**config.mk**
```make
export PLATFORM = sky130hd
export DESIGN_NAME = fetch_unit_flat
export DESIGN_NICKNAME = d
export VERILOG_FILES = /design/src/rtl/fetch_unit_pkg.sv /design/src/rtl/fetch_unit_if.sv /design/src/rtl/fetch_unit.sv /design/src/flat_wrapper.sv
export SDC_FILE = /design/constraint.sdc
export NUM_CORES = 1
export LEC_CHECK = 0
export ABC_CLOCK_PERIOD_IN_PS = 3100
export CORE_ASPECT_RATIO = 1.4
export CORE_MARGIN = 2
export CORE_UTILIZATION = 44
export DETAILED_ROUTE_END_ITERATION = 12
export PLACE_DENSITY = 0.78
export SYNTH_ARGS = -nofsm -noshare
export SYNTH_HDL_FRONTEND = slang
export SYNTH_SLANG_ARGS = --single-unit
```
**constraint.sdc**
```tcl
create_clock -name CLK -period 3.1 [get_ports CLK]
set_input_delay 0.93 -clock CLK [delete_from_list [all_inputs] [get_ports CLK]]
set_output_delay 0.93 -clock CLK [all_outputs]
set_load 0.1 [all_outputs]
```
**src/rtl/fetch_unit_pkg.sv**
```systemverilog
// Shared types for the instruction fetch stage: word type, fetch FSM encoding and address helpers.
`default_nettype none

package fetch_unit_pkg;

  typedef logic [31:0] word_t;

  typedef enum logic [1:0] {
    FETCH  = 2'd0,
    SQUASH = 2'd1,
    HALTED = 2'd2
  } fetch_state_t;

  localparam word_t INSN_BYTES = 32'd4;

  function automatic word_t word_align(input word_t addr);
    return addr & ~word_t'(3);
  endfunction

endpackage

`default_nettype wire

```
**src/rtl/fetch_unit_if.sv**
```systemverilog
// Instruction-cache request port between the fetch stage (master) and the icache (slave).
`default_nettype none

interface fetch_unit_if;
  import fetch_unit_pkg::*;

  logic  ihit;
  word_t imemload;
  logic  imemREN;
  word_t imemaddr;

  modport master (
    input  ihit,
    input  imemload,
    output imemREN,
    output imemaddr
  );

  modport slave (
    output ihit,
    output imemload,
    input  imemREN,
    input  imemaddr
  );

endinterface

`default_nettype wire

```
**src/rtl/fetch_unit.sv**
```systemverilog
// Instruction fetch stage: owns the PC, requests instructions from the icache and feeds IF/ID.
`default_nettype none

module fetch_unit
  import fetch_unit_pkg::*;
#(
  parameter word_t RESET_PC = 32'h0000_0000
) (
  input  logic         CLK,
  input  logic         RST,
  fetch_unit_if.master icache,
  input  logic         stall_i,
  input  logic         redirect_i,
  input  word_t        redirect_pc_i,
  input  logic         halt_i,
  output word_t        ifid_npc,
  output word_t        ifid_iload,
  output logic         ifid_en,
  output logic         ifid_flush,
  output logic         halted
);

  fetch_state_t state;
  word_t        pc;
  word_t        hold_addr;
  logic         halt_pend;

  word_t pc_plus4;
  word_t redirect_target;
  logic  halt_pend_next;

  assign pc_plus4        = pc + INSN_BYTES;
  assign redirect_target = word_align(redirect_pc_i);
  assign ifid_npc        = pc_plus4;
  assign ifid_iload      = icache.imemload;

  // A redirect during a squash discards any halt seen on the abandoned path.
  assign halt_pend_next = !redirect_i && (halt_pend || halt_i);

  always_comb begin
    icache.imemREN  = 1'b0;
    icache.imemaddr = pc;
    ifid_en         = 1'b0;
    ifid_flush      = 1'b0;
    halted          = 1'b0;
    if (!RST) begin
      case (state)
        FETCH: begin
          icache.imemREN = 1'b1;
          if (redirect_i || halt_i) begin
            ifid_flush = 1'b1;
          end else if (icache.ihit && !stall_i) begin
            ifid_en = 1'b1;
          end
        end
        SQUASH: begin
          icache.imemREN  = 1'b1;
          icache.imemaddr = hold_addr;
          ifid_flush      = redirect_i;
        end
        HALTED: begin
          halted = 1'b1;
        end
        default: begin
          icache.imemREN = 1'b0;
        end
      endcase
    end
  end

  always_ff @(posedge CLK or posedge RST) begin
    if (RST) begin
      state     <= FETCH;
      pc        <= RESET_PC;
      hold_addr <= RESET_PC;
      halt_pend <= 1'b0;
    end else begin
      case (state)
        FETCH: begin
          if (redirect_i) begin
            pc <= redirect_target;
            if (!icache.ihit) begin
              hold_addr <= pc;
              halt_pend <= 1'b0;
              state     <= SQUASH;
            end
          end else if (halt_i) begin
            if (icache.ihit) begin
              state <= HALTED;
            end else begin
              hold_addr <= pc;
              halt_pend <= 1'b1;
              state     <= SQUASH;
            end
          end else if (icache.ihit && !stall_i) begin
            pc <= pc_plus4;
          end
        end
        SQUASH: begin
          if (redirect_i) begin
            pc <= redirect_target;
          end
          halt_pend <= halt_pend_next;
          if (icache.ihit) begin
            state <= halt_pend_next ? HALTED : FETCH;
          end
        end
        HALTED: begin
          state <= HALTED;
        end
        default: begin
          state <= FETCH;
        end
      endcase
    end
  end

  a_squash_addr_stable : assert property (@(posedge CLK) disable iff (RST)
    (state == SQUASH && !icache.ihit) |=> (icache.imemaddr == $past(icache.imemaddr)));

  a_en_flush_exclusive : assert property (@(posedge CLK) disable iff (RST)
    !(ifid_en && ifid_flush));

endmodule

`default_nettype wire
```
**src/flat_wrapper.sv**
```systemverilog
// flat-port wrapper written by rule: the top's interface ports become plain ports
module fetch_unit_flat import fetch_unit_pkg::*;
#(
  parameter word_t RESET_PC = 32'h0000_0000
)
  (CLK, RST, stall_i, redirect_i, redirect_pc_i, halt_i, ifid_npc, ifid_iload, ifid_en, ifid_flush, halted, icache_ihit, icache_imemload, icache_imemREN, icache_imemaddr);
  fetch_unit_if icache_i ();
  input  logic CLK;
  input  logic RST;
  input  logic stall_i;
  input  logic redirect_i;
  input  word_t redirect_pc_i;
  input  logic halt_i;
  output word_t ifid_npc;
  output word_t ifid_iload;
  output logic ifid_en;
  output logic ifid_flush;
  output logic halted;
  input wire logic [$bits(icache_i.ihit)-1:0] icache_ihit;
  input wire logic [$bits(icache_i.imemload)-1:0] icache_imemload;
  output wire logic [$bits(icache_i.imemREN)-1:0] icache_imemREN;
  output wire logic [$bits(icache_i.imemaddr)-1:0] icache_imemaddr;
  assign icache_i.ihit = icache_ihit;
  assign icache_i.imemload = icache_imemload;
  assign icache_imemREN = icache_i.imemREN;
  assign icache_imemaddr = icache_i.imemaddr;
  fetch_unit #(.RESET_PC(RESET_PC)) u_core (.CLK(CLK), .RST(RST), .icache(icache_i), .stall_i(stall_i), .redirect_i(redirect_i), .redirect_pc_i(redirect_pc_i), .halt_i(halt_i), .ifid_npc(ifid_npc), .ifid_iload(ifid_iload), .ifid_en(ifid_en), .ifid_flush(ifid_flush), .halted(halted));
endmodule
```
==> metrics.yaml <==
run_status:
  outcome: "completed"
placed_design:
  numPortBuffers: 99
  dpl.hpwl_um: 8610
  dp_cells: 615
  dpl-instance-area_um2: 6210
  gp_congestion: 0.886
global_route:
  grt_pass1_wl_um: 20400
  grt_busiest_layer: "met2"
  grt-ovfl-total: 0
  use_met3: 0.0471
  met2_usage: 0.441
  grt_pass1_vias: 4000
  grtUsageTotal: 0.253
  antenna_found_initial: 0
  use_met1: 0.292
  grt_max_degree: 64
timing:
  period_needed_ns: 3.08
  max-slew-margin-rel: 0.609
  clock.fmax_ghz: 0.325
  setup_viol: 0
  fin_crit_sh: 0.994
  drv_slew: 0
  tightest_slew_ns: 0.587
  rsz0062_at_grt: "yes"
  skew_ns: 0.0111
  finalHoldViolations: 0
  setup-tns-final_ns: 0
die:
  die_h_um: 119
  row_count: 41
  dieArea_um2: 10200
  core_region_area_um2: 9080
  die_w_um: 86.0
  start_util: 0.457
  ios: 170
layout:
  diodes: 0
  nets: 613
  post-route-util: 0.762
  design_area_um2: 6920
  layoutNonFillerInstCount: 654
  drive_above_1_share: 0.481
  fill_cells: 543
  area_delta_synth_final_pct: 66.9
yosys:
  synth.top_cells.by_count: "dfrtp_1 (63), mux2_2 (57), nand2_1 (42)"
  synth_area_um2: 4150
  synth.distinct_cells: 41
  synth_area_leader_cell: "dfrtp_1"
  synth.avg_cell_area_um2: 9.55
  synth_most_common_cell: "dfrtp_1"
  yosys_most_used_dff: "dfrtp_1"
  netlist_instances: 434
  yosysTopAreaCellShare: 0.380
  synthTopCellsByArea: "dfrtp_1 (38%), mux2_2 (15%), buf_4 (7.2%)"
  ys_ff_latch: 63
  synth_edf_count: 0
  ys_seq_area_frac: 0.380
  ys_warn_count: 0
  synthArstFlopShare: 1.00
cts:
  cts.sinks: 63
  cts-root-buf: "clkbuf_16"
  cts_buffers: 9
  h-tree-depth: 3
  cts.path.max_buffers: 2
  cts_tree: "yes"
  hold_buffers: 0
  clkLatencyLatePin_ns: 0.33
  clk_pin_slew_worst_paths_ns: 0.05
detailed_routing:
  drt-total-wl_um: 13000
  viasPerCell: 5.85
  drt-initial-drc-count: 280
  ant_nets: 0
  vias: 3829
  first_pass_iters: 5
  wl_per_cell_um: 19.9
  drc: 0
worst_setup_path:
  crit_family: "simple AND/OR/NAND/NOR gates"
  arrival_ns: 2.15
  crit_required_ns: 2.17
  crit_buf_inv: 2
  cp_slowest_stage_delay_ns: 0.38
  path_cells: "ha_2 > nand3_4 > nor4_4 > buf_4 > nand3_2 > xnor2_4 > buf_12"
  cp_max_fo: 6
  startpoint_type: "flop"
  critPathCaptureType: "output pin"
  criticalPathCategory: "reg -> out"
  cp_slowest_cell: "dfrtp_1"
worst_hold_path:
  min-delay-path-class: "reg -> reg"
flow_run:
  max_cap_violations: 0
-- layout by cell type (no fill, tap or decap), types with 3 or more instances in the layout --
cell type         n
buf_12           67
buf_4            58
dfrtp_1          58
nand2_1          39
clkdlybuf4s50_1  34
mux2_2           31
a21oi_1          28
mux2_4           26
nor2_1           19
o21ai_0          18
o22ai_1          16
a2bb2oi_1        15
xnor2_4          14
nand3_1          10
xnor2_2           9
clkbuf_16         9
nand4_1           8
inv_1             5
nand3_2           5
dfrtp_2           5
conb_1            4
nand4_4           3
o21ai_2           3
nor4_4            3
a22oi_1           3
nand2_2           3
and3_1            3
nor3_1            3
buf_6             3
-- metrics by stage --
stage / hold slack, ns / worst slack, ns
4_1_cts: 0.511 / -0.0565
2_1_floorplan: 0.475 / -0.350
6_report: 0.507 / 0.0196
5_1_grt: 0.532 / -0.0657
3_5_place_dp: 0.492 / -0.267
3_3_place_gp: 0.483 / -0.259
-- routing by layer --
metal | share of wire | vias to the layer above
met5 | 0 | -
met4 | 0.032 | 0
met3 | 0.059 | 51
met2 | 0.55 | 143
met1 | 0.36 | 1907
li1 | - | 1728
-- registers in the layout (all words and copies together) (netlist names) --
| signal | flops |
|---|---|
| u_core.hold_addr | 30 |
| u_core.pc | 30 |
| u_core.state | 2 |
| u_core.halt_pend | 1 |
-- what timing repair did --
item	CTS	global route
setup buffers	11	12
pin swaps	5	8
resized for setup	48	13
setup endpoints to repair	46	47
-- layout make-up --
| cell class | instances | area [um2] | area share |
|---|---|---|---|
| Multi-Input combinational cell | 297 | 2720 | 0.393 |
| Clock inverter | 3 | 17.5 | 0.00253 |
| Timing Repair Buffer | 165 | 2190 | 0.316 |
| Tap cell | 107 | 134 | 0.0193 |
| Inverter | 6 | 22.5 | 0.00325 |
| Sequential cell | 63 | 1580 | 0.229 |
| Clock buffer | 13 | 260 | 0.0376 |
-- cells by family after synthesis --
| kind of cell | Yosys count | share of synthesized area |
|---|---|---|
| compound gates | 93 | 0.138 |
| xor+xnor | 28 | 0.0592 |
| fa+ha+maj | 1 | 0.00302 |
| buf+inv | 77 | 0.115 |
| flops | 63 | 0.380 |
| mux | 57 | 0.155 |
| other cells | 1 | 0.000905 |
| simple gates | 114 | 0.149 |
-- final timing paths --
path                                                   from                               end  slack, ns  cells past startpoint
setup / recovery                   u_core.pc[3]$_DFFE_PP0P_                      ifid_npc[20]       0.02                      7
hold / removal             u_core.hold_addr[30]$_DFFE_PP0P_  u_core.hold_addr[30]$_DFFE_PP0P_       0.51                      1
setup reg to reg                u_core.state[1]$_DFFE_PP0P_         u_core.pc[24]$_DFFE_PP0P_       0.99                      6
hold reg to reg            u_core.hold_addr[30]$_DFFE_PP0P_  u_core.hold_addr[30]$_DFFE_PP0P_       0.51                      1
min in group asynchronous                               RST         u_core.pc[31]$_DFFE_PP0P_       0.86                      4
max in group asynchronous                               RST         u_core.pc[17]$_DFFE_PP0P_       1.93                      4
Power is left out: the tool's default activity adds up to more than one toggle a clock period on the data nets, which glitch-free logic cannot reach.
